==> src/rtl/alarm_persist.sv <==
// alarm_persist: per-bit persistence filter that turns raw defect indications
// into declared/cleared alarm states using consecutive-tick thresholds.
//
// Ports:
//   clk        system clock
//   rst_       asynchronous active-low reset
//   upactive   block enable; low forces all bits to the cleared idle state
//   tick       sample strobe; defect is evaluated only when tick = 1
//   defect     raw per-bit defect indications
//   set_thr    consecutive defect ticks needed to declare (0 behaves as 1)
//   clr_thr    consecutive clean ticks needed to clear (0 behaves as 1)
//   alarm      filtered alarm state (registered)
//   alarm_chg  one-cycle pulse on any alarm transition (registered)
module alarm_persist #(
  parameter int unsigned WIDTH  = 8,
  parameter int unsigned CWIDTH = 4
) (
  input  logic              clk,
  input  logic              rst_,
  input  logic              upactive,
  input  logic              tick,
  input  logic [WIDTH-1:0]  defect,
  input  logic [CWIDTH-1:0] set_thr,
  input  logic [CWIDTH-1:0] clr_thr,
  output logic [WIDTH-1:0]  alarm,
  output logic [WIDTH-1:0]  alarm_chg
);

  localparam logic [CWIDTH-1:0] CNT_MAX = '1;

  logic [CWIDTH-1:0] cnt_q   [WIDTH];
  logic [CWIDTH-1:0] cnt_d   [WIDTH];
  logic [CWIDTH:0]   cnt_p1  [WIDTH];
  logic [CWIDTH:0]   thr_ext [WIDTH];
  logic [WIDTH-1:0]  alarm_d;
  logic [WIDTH-1:0]  chg_d;
  logic [WIDTH-1:0]  hit;
  logic [CWIDTH-1:0] set_eff;
  logic [CWIDTH-1:0] clr_eff;

  // Zero thresholds behave as one.
  always_comb begin
    set_eff = (set_thr == '0) ? CWIDTH'(1) : set_thr;
    clr_eff = (clr_thr == '0) ? CWIDTH'(1) : clr_thr;
  end

  // A sample counts toward a transition when it disagrees with the current state.
  assign hit = defect ^ alarm;

  // Next-state logic for every bit's counter, alarm and change pulse.
  always_comb begin
    alarm_d = alarm;
    chg_d   = '0;
    for (int unsigned i = 0; i < WIDTH; i++) begin
      cnt_d[i]   = cnt_q[i];
      // One bit wider than the counter so cnt + 1 never wraps in the compare.
      cnt_p1[i]  = {1'b0, cnt_q[i]} + (CWIDTH+1)'(1);
      thr_ext[i] = {1'b0, (alarm[i] ? clr_eff : set_eff)};
      if (!upactive) begin
        cnt_d[i]   = '0;
        alarm_d[i] = 1'b0;
      end else if (tick) begin
        if (hit[i]) begin
          if (cnt_p1[i] >= thr_ext[i]) begin
            alarm_d[i] = ~alarm[i];
            cnt_d[i]   = '0;
            chg_d[i]   = 1'b1;
          end else if (cnt_q[i] != CNT_MAX) begin
            cnt_d[i] = cnt_p1[i][CWIDTH-1:0];
          end
        end else begin
          cnt_d[i] = '0;
        end
      end
    end
  end

  // State registers.
  always_ff @(posedge clk or negedge rst_) begin
    if (!rst_) begin
      for (int unsigned i = 0; i < WIDTH; i++) begin
        cnt_q[i] <= '0;
      end
      alarm     <= '0;
      alarm_chg <= '0;
    end else begin
      for (int unsigned i = 0; i < WIDTH; i++) begin
        cnt_q[i] <= cnt_d[i];
      end
      alarm     <= alarm_d;
      alarm_chg <= chg_d;
    end
  end

endmodule

==> config.mk <==
export PLATFORM = sky130hd
export DESIGN_NAME = alarm_persist
export DESIGN_NICKNAME = d
export VERILOG_FILES = /design/src/rtl/alarm_persist.sv
export SDC_FILE = /design/constraint.sdc
export NUM_CORES = 1
export LEC_CHECK = 0
export CAP_MARGIN = 5
export CORE_MARGIN = 10
export CORE_UTILIZATION = 55
export DETAILED_ROUTE_END_ITERATION = 10
export DONT_BUFFER_PORTS = 1
export PLACE_DENSITY_LB_ADDON = 0.2
export SLEW_MARGIN = 20
export SYNTH_ARGS = -nofsm -noshare
export SYNTH_HDL_FRONTEND = slang
export SYNTH_SLANG_ARGS = --single-unit
==> constraint.sdc <==
create_clock -name clk -period 2.2 [get_ports clk]
set_clock_uncertainty 0.1 [all_clocks]
set_input_delay 0.66 -clock clk [delete_from_list [all_inputs] [get_ports clk]]
set_output_delay 0.66 -clock clk [all_outputs]
set_load 0.005 [all_outputs]
=== Word-level counts from Yosys, hierarchy flattened ===
Cells that the tools add are included.

* Register bits after elaboration: 48
* Bits of input ports: 20

* Add/sub/neg operators: 8
* Magnitude comparators: 8
* Equality and inequality tests: 33
* Muxes and demuxes: 114
* Bitwise logic cells: 9
* Reduce and logical (&&, ||, !) cells: 18

{| class="wikitable"
|+ Operators by type and width
! kind !! count
|-
| $mux 4 || 50
|-
| $mux 1 || 64
|-
| $add 4x1->5 const B || 8
|-
| $ge 5x4->1 || 8
|-
| $ne 2x1->1 const B || 17
|-
| $ne 4x2->1 const B || 8
|-
| $ne 4x4->1 const B || 8
|-
| $reduce_and 3->1 || 8
|-
| $reduce_and 2->1 || 8
|-
| $logic_not 4->1 || 2
|-
| $not 1->1 || 8
|-
| $xor 8x8->8 || 1
|}

=== Logic depth before layout (Yosys ltp) ===
Gate-level depths: netlist (run 1).

* Word-level depth: 8
* Mapped depth: 9
* Depth with buffers taken out: 8

=== Worst setup path after synthesis (run 1) ===
OpenSTA, ideal clock, no wires.

* Kind: input -> register
* Start point: input clr_thr[1]
* End point: register cnt_q[8] in the netlist's numbering
* Library setup time: 128 ps
* Arrival: 2329 ps
* Required time: 1972 ps
* Slack: -356 ps
* Cell stages on the path: 9
* Buffers on the path: 1
* Cell sequence: clkbuf_1 nor3_1 nor2_1 a21oi_1 ha_1 nor2b_1 o21ai_1 a211oi_2 mux2_1

* Word-level cells in the longest chain between the ends: 8

{| class="wikitable"
|+ Ends and longest elaborated chain
! element !! line !! text
|-
| start, declared || 24 || <nowiki>input logic [CWIDTH-1:0] clr_thr,</nowiki>
|-
| $logic_not 4->1 || 44 || <nowiki>clr_eff = (clr_thr == '0) ? CWIDTH'(1) : clr_thr;</nowiki>
|-
| $mux 4 (*) || 44 ||
|-
| $mux 4 (*) || 58 || <nowiki>thr_ext[i] = {1'b0, (alarm[i] ? clr_eff : set_eff)};</nowiki>
|-
| $ge 5x4->1 (*) || 64 || <nowiki>if (cnt_p1[i] >= thr_ext[i]) begin</nowiki>
|-
| $mux 4 || 64 ||
|-
| $mux 4 || 63 || <nowiki>if (hit[i]) begin</nowiki>
|-
| $mux 4 || 62 || <nowiki>end else if (tick) begin</nowiki>
|-
| $mux 4 || 59 || <nowiki>if (!upactive) begin</nowiki>
|-
| end signal, assigned by index || 88 || <nowiki>cnt_q[i] <= cnt_d[i];</nowiki>
|-
| end, declared || 31 || <nowiki>logic [CWIDTH-1:0] cnt_q [WIDTH];</nowiki>
|}

Mark *: on every way between the ends. The rest lies on a longest branch, timed or not. The select of a mux whose other input is x is not followed.
A chain may end at the register's enable or synchronous reset.

=== Final worst setup path (run 1) ===
* Start point: register cnt_q[20] in the netlist's numbering
* End point: register cnt_q[20] in the netlist's numbering

* Word-level cells in the longest chain between the ends: 6

{| class="wikitable"
|+ Ends and longest elaborated chain
! element !! line !! text
|-
| $add 4x1->5 || 57 || <nowiki>cnt_p1[i] = {1'b0, cnt_q[i]} + (CWIDTH+1)'(1);</nowiki>
|-
| $ge 5x4->1 / $mux 4 (equally long branches) || 64, 68 ||
|-
| $mux 4 || 64 ||
|-
| $mux 4 || 63 ||
|-
| $mux 4 || 62 ||
|-
| $mux 4 || 59 ||
|}

Parallel ways exist; a longest one is shown, timed or not. The select of a mux whose other input is x is not followed.

==> flow_summary_export.csv, run 1 <==
group,metric,value,unit
setup_path,reg2reg_depth,7,
logic_synthesis,synth.avg_cell_area,10.03,um^2
drt,dr.pass1.iters,5,
sta,setup_viol,0,
drt,drtIter0Drc,135,
drt,num_vias,2532,
cts,htreeDepth,2,
placement,place_ws,-0.1501,ns
setup_path,slowest_stage,"dfrtp_2",
logic_synthesis,syn_area,0.003482,mm^2
logic_synthesis,synth_edf_count,0,
setup_path,setup.worst_path.start_class,"flop",
placement,io_buffers,0,
job,maxCapViolCount,0,
placement,gp_congestion,0.8174,
setup_path,end_kind,"flop",
logic_synthesis,syn_inst,347,
floorplan,placementRows,28,
pwr,power.density_cell_area,481.4,mW/mm^2
setup_path,crit_path_max_incr_delay,0.45,ns
drt,detail-route-antenna-nets,0,
logic_synthesis,ys_top_cells_by_area,"dfrtp_1 (34%), ha_1 (14%), mux2i_1 (9.2%)",
logic_synthesis,synth_nets,407,
final_layout,area_delta_synth_final,7.941,%
logic_synthesis,synth_warnings,0,
logic_synthesis,synth-seq-cells,48,
logic_synthesis,synth.most_common_cell,"dfrtp_1",
floorplan,ioPinCount,36,
logic_synthesis,synth.distinct_cells,29,
min_path,hold_class,"input pin to async pin",
setup_path,cp_max_fo,4,
cts,cts_tree,"built",
final_layout,fillers,513,
global_routing,grt_pass1_wl,12480,um
setup_path,crit_required,2.34,ns
global_routing,grt_max_degree,49,
setup_path,critPathArrivalTime,2.23,ns
setup_path,crit_buf_inv,0,
setup_path,path_cells,"ha_2 -> xor2_2 -> ha_1 -> a21oi_2 -> o21ai_2 -> a211oi_2 -> mux2_4",
floorplan,core,0.006026,mm^2
pwr,power,0.001810,W
cts,clk_pin_slew,0.09,ns
drt,wl_per_cell,17.55,um
cts,cts_buffer_depth,2,
final_layout,diodes,0,
drt,vias_per_cell,6.057,
setup_path,critPathKind,"flop to flop",
setup_path,cp_top_family,"adder cells",
global_routing,antenna_found_initial,0,
cts,insertion_delay,0.30,ns
sta,setup_slack,0.1067,ns
drt,drc_errors,0,
pwr,p_leak,1.776,nW
pwr,max-vdd-ir-drop,299.1,uV
sta,slew_violations,0,
global_routing,grt_pass1_vias,2515,
sta,clock.fmax,477.7,MHz
logic_synthesis,async_flop_share,100.0,%
setup_path,crit_cells,7,
floorplan,die_x,99.57,um
floorplan,die_area,0.009914,mm^2
logic_synthesis,ys_seq_area_share,34.50,%
sta,period_share,95.15,%
drt,wirelength,7336,um
logic_synthesis,synth_top_area_share,34.50,%
sta,max-slew-margin-rel,73.69,%
global_routing,track_usage,15.03,%
global_routing,grt_remaining_overflow,0,
sta,hold_viol_final,0,
sta,period_needed,2.093,ns
cts,cts_root_buf,"clkbuf_8",
floorplan,start_util,57.79,%
logic_synthesis,yosysTopAreaCell,"dfrtp_1",
final_layout,layout.nets,402,
placement,dp_hpwl,5417,um
logic_synthesis,synth-main-ff-cell,"dfrtp_1",
status,status,"complete, no violations",
cts,clkSinkCount,48,
cts,numCtsBuffers,5,
final_layout,drive_above_1_share,19.24,%
floorplan,die_h,99.57,um
sta,tightest_slew,0.3946,ns
logic_synthesis,synth_common_cells,"dfrtp_1 (48), ha_1 (40), a21oi_1 (32), mux2i_1 (32), nand2_1 (24)",
[final timing paths]
| check | from | endpoint | slack [ns] |
|---|---|---|---|
| max | cnt_q[20] | cnt_q[20] | 0.11 |
| min | rst_ | cnt_q[27] | 0.1 |
| max reg2reg | cnt_q[20] | cnt_q[20] | 0.11 |
| min reg2reg | cnt_q[13] | cnt_q[13] | 0.45 |
| max in group asynchronous | rst_ | cnt_q[20] | 1.68 |
| min in group clk | defect[1] | alarm[1] | 0.38 |
[per-stage QoR]
stage                     setup TNS, ns  util, %  cell area (um^2)  hold slack (ns)  cells
after floorplan                  -1.286        -              3590           0.2644    347
after global placement           -2.459    59.07              3560           0.2665    405
after detailed placement         -3.108    59.07              3560           0.2665    405
after CTS                             0    61.07              3680           0.1018    414
after global routing           -0.02361    62.38              3759          0.09862    418
final                                 0    62.38              3759          0.09605    418
[cells by family (layout without fill, tap and decap cells)]
logic type | after synthesis | in the layout | synth area share [%]
mux | 40 | 40 | 11.79
compound gates | 88 | 88 | 18.40
simple gates | 77 | 77 | 10.96
flops | 48 | 48 | 34.50
xor+xnor | 24 | 24 | 6.037
buf+inv | 30 | 26 | 3.953
fa+ha+maj | 40 | 40 | 14.37
[final cells by class]
type,instances,area (um^2),share of cell area [%]
Clock inverter,2,10.01,0.2663
Inverter,8,30.03,0.7989
Sequential cell,48,1204,32.02
Multi-Input combinational cell,269,2243,59.69
Tap cell,75,93.84,2.497
Timing Repair Buffer,10,95.09,2.530
Clock buffer,6,82.58,2.197
[placed cells by master (no fill, tap or decap), types with 2 or more instances in the layout]
cell type,count
a31oi_1,8
nor3_1,8
dfrtp_1,46
inv_1,8
mux2_4,2
mux2_1,6
nand3_1,8
a21oi_1,29
a31o_2,8
and2_0,2
xor2_2,3
clkbuf_8,6
nand2_1,24
o21ai_2,7
xor2_1,13
mux2i_1,32
a22o_1,16
ha_1,38
a211oi_2,8
ha_2,2
nor2_1,8
buf_4,9
a21oi_2,3
and2_1,7
nand2_2,8
xnor2_1,8
a32o_1,8
nor2b_1,8
clkinv_2,2
dfrtp_2,2
[worst register-to-register path: stages, from the launching register on]
cell and delay, ns:
dfrtp_2 0.45, ha_2 0.23, xor2_2 0.19, ha_1 0.33
a21oi_2 0.14, o21ai_2 0.09, a211oi_2 0.31, mux2_4 0.20
[where the power goes]
group	internal [W]	switching, W	total (W)
clock	0.000251	0.000294	0.000546
sequential	0.000904	0.0000321	0.000936
combinational	0.000149	0.000179	0.000328
total	0.00130	0.000506	0.00181
[sequential cells by signal (all words and copies together), names as in the netlist]
name / cells
cnt_q: 32
alarm: 8
alarm_chg: 8
[routing by layer]
metal / part of all wire (%) / wire length [um] / up-vias / track usage [%]
li1: - / - / 1257 / -
met1: 46 / 3388 / 1222 / 19.11
met2: 47 / 3448 / 43 / 24.05
met3: 5.5 / 403 / 10 / 4.637
met4: 1.3 / 95 / 0 / 3.969
met5: 0 / 0 / - / 0
[timing repair]
| item | CTS | global route |
|---|---|---|
| endpoints found under the setup margin | 0 | 16 |
| hold buffers | 1 | 0 |
| setup buffers | 0 | 4 |
| resized for setup | 0 | 11 |
| endpoints found under the hold margin | 48 | 0 |
Note: power is estimated with default switching activity, not from simulation.
==> run 2: changes to the inputs <==
--- a/config.mk
+++ b/config.mk
@@ -11,7 +11,7 @@
 export DETAILED_ROUTE_END_ITERATION = 10
 export DONT_BUFFER_PORTS = 1
 export PLACE_DENSITY_LB_ADDON = 0.2
-export SLEW_MARGIN = 20
+export SLEW_MARGIN = 10
 export SYNTH_ARGS = -nofsm -noshare
 export SYNTH_HDL_FRONTEND = slang
 export SYNTH_SLANG_ARGS = --single-unit
==> results of run 2 <==
No change in the layout: final DEF, timing and power equal those of run 1.
==> run 3: changes to the inputs <==
--- a/config.mk
+++ b/config.mk
@@ -5,6 +5,7 @@
 export SDC_FILE = /design/constraint.sdc
 export NUM_CORES = 1
 export LEC_CHECK = 0
+export ABC_AREA = 0
 export CAP_MARGIN = 5
 export CORE_MARGIN = 10
 export CORE_UTILIZATION = 55
==> results of run 3 <==
No change in the layout: final DEF, timing and power equal those of run 1.
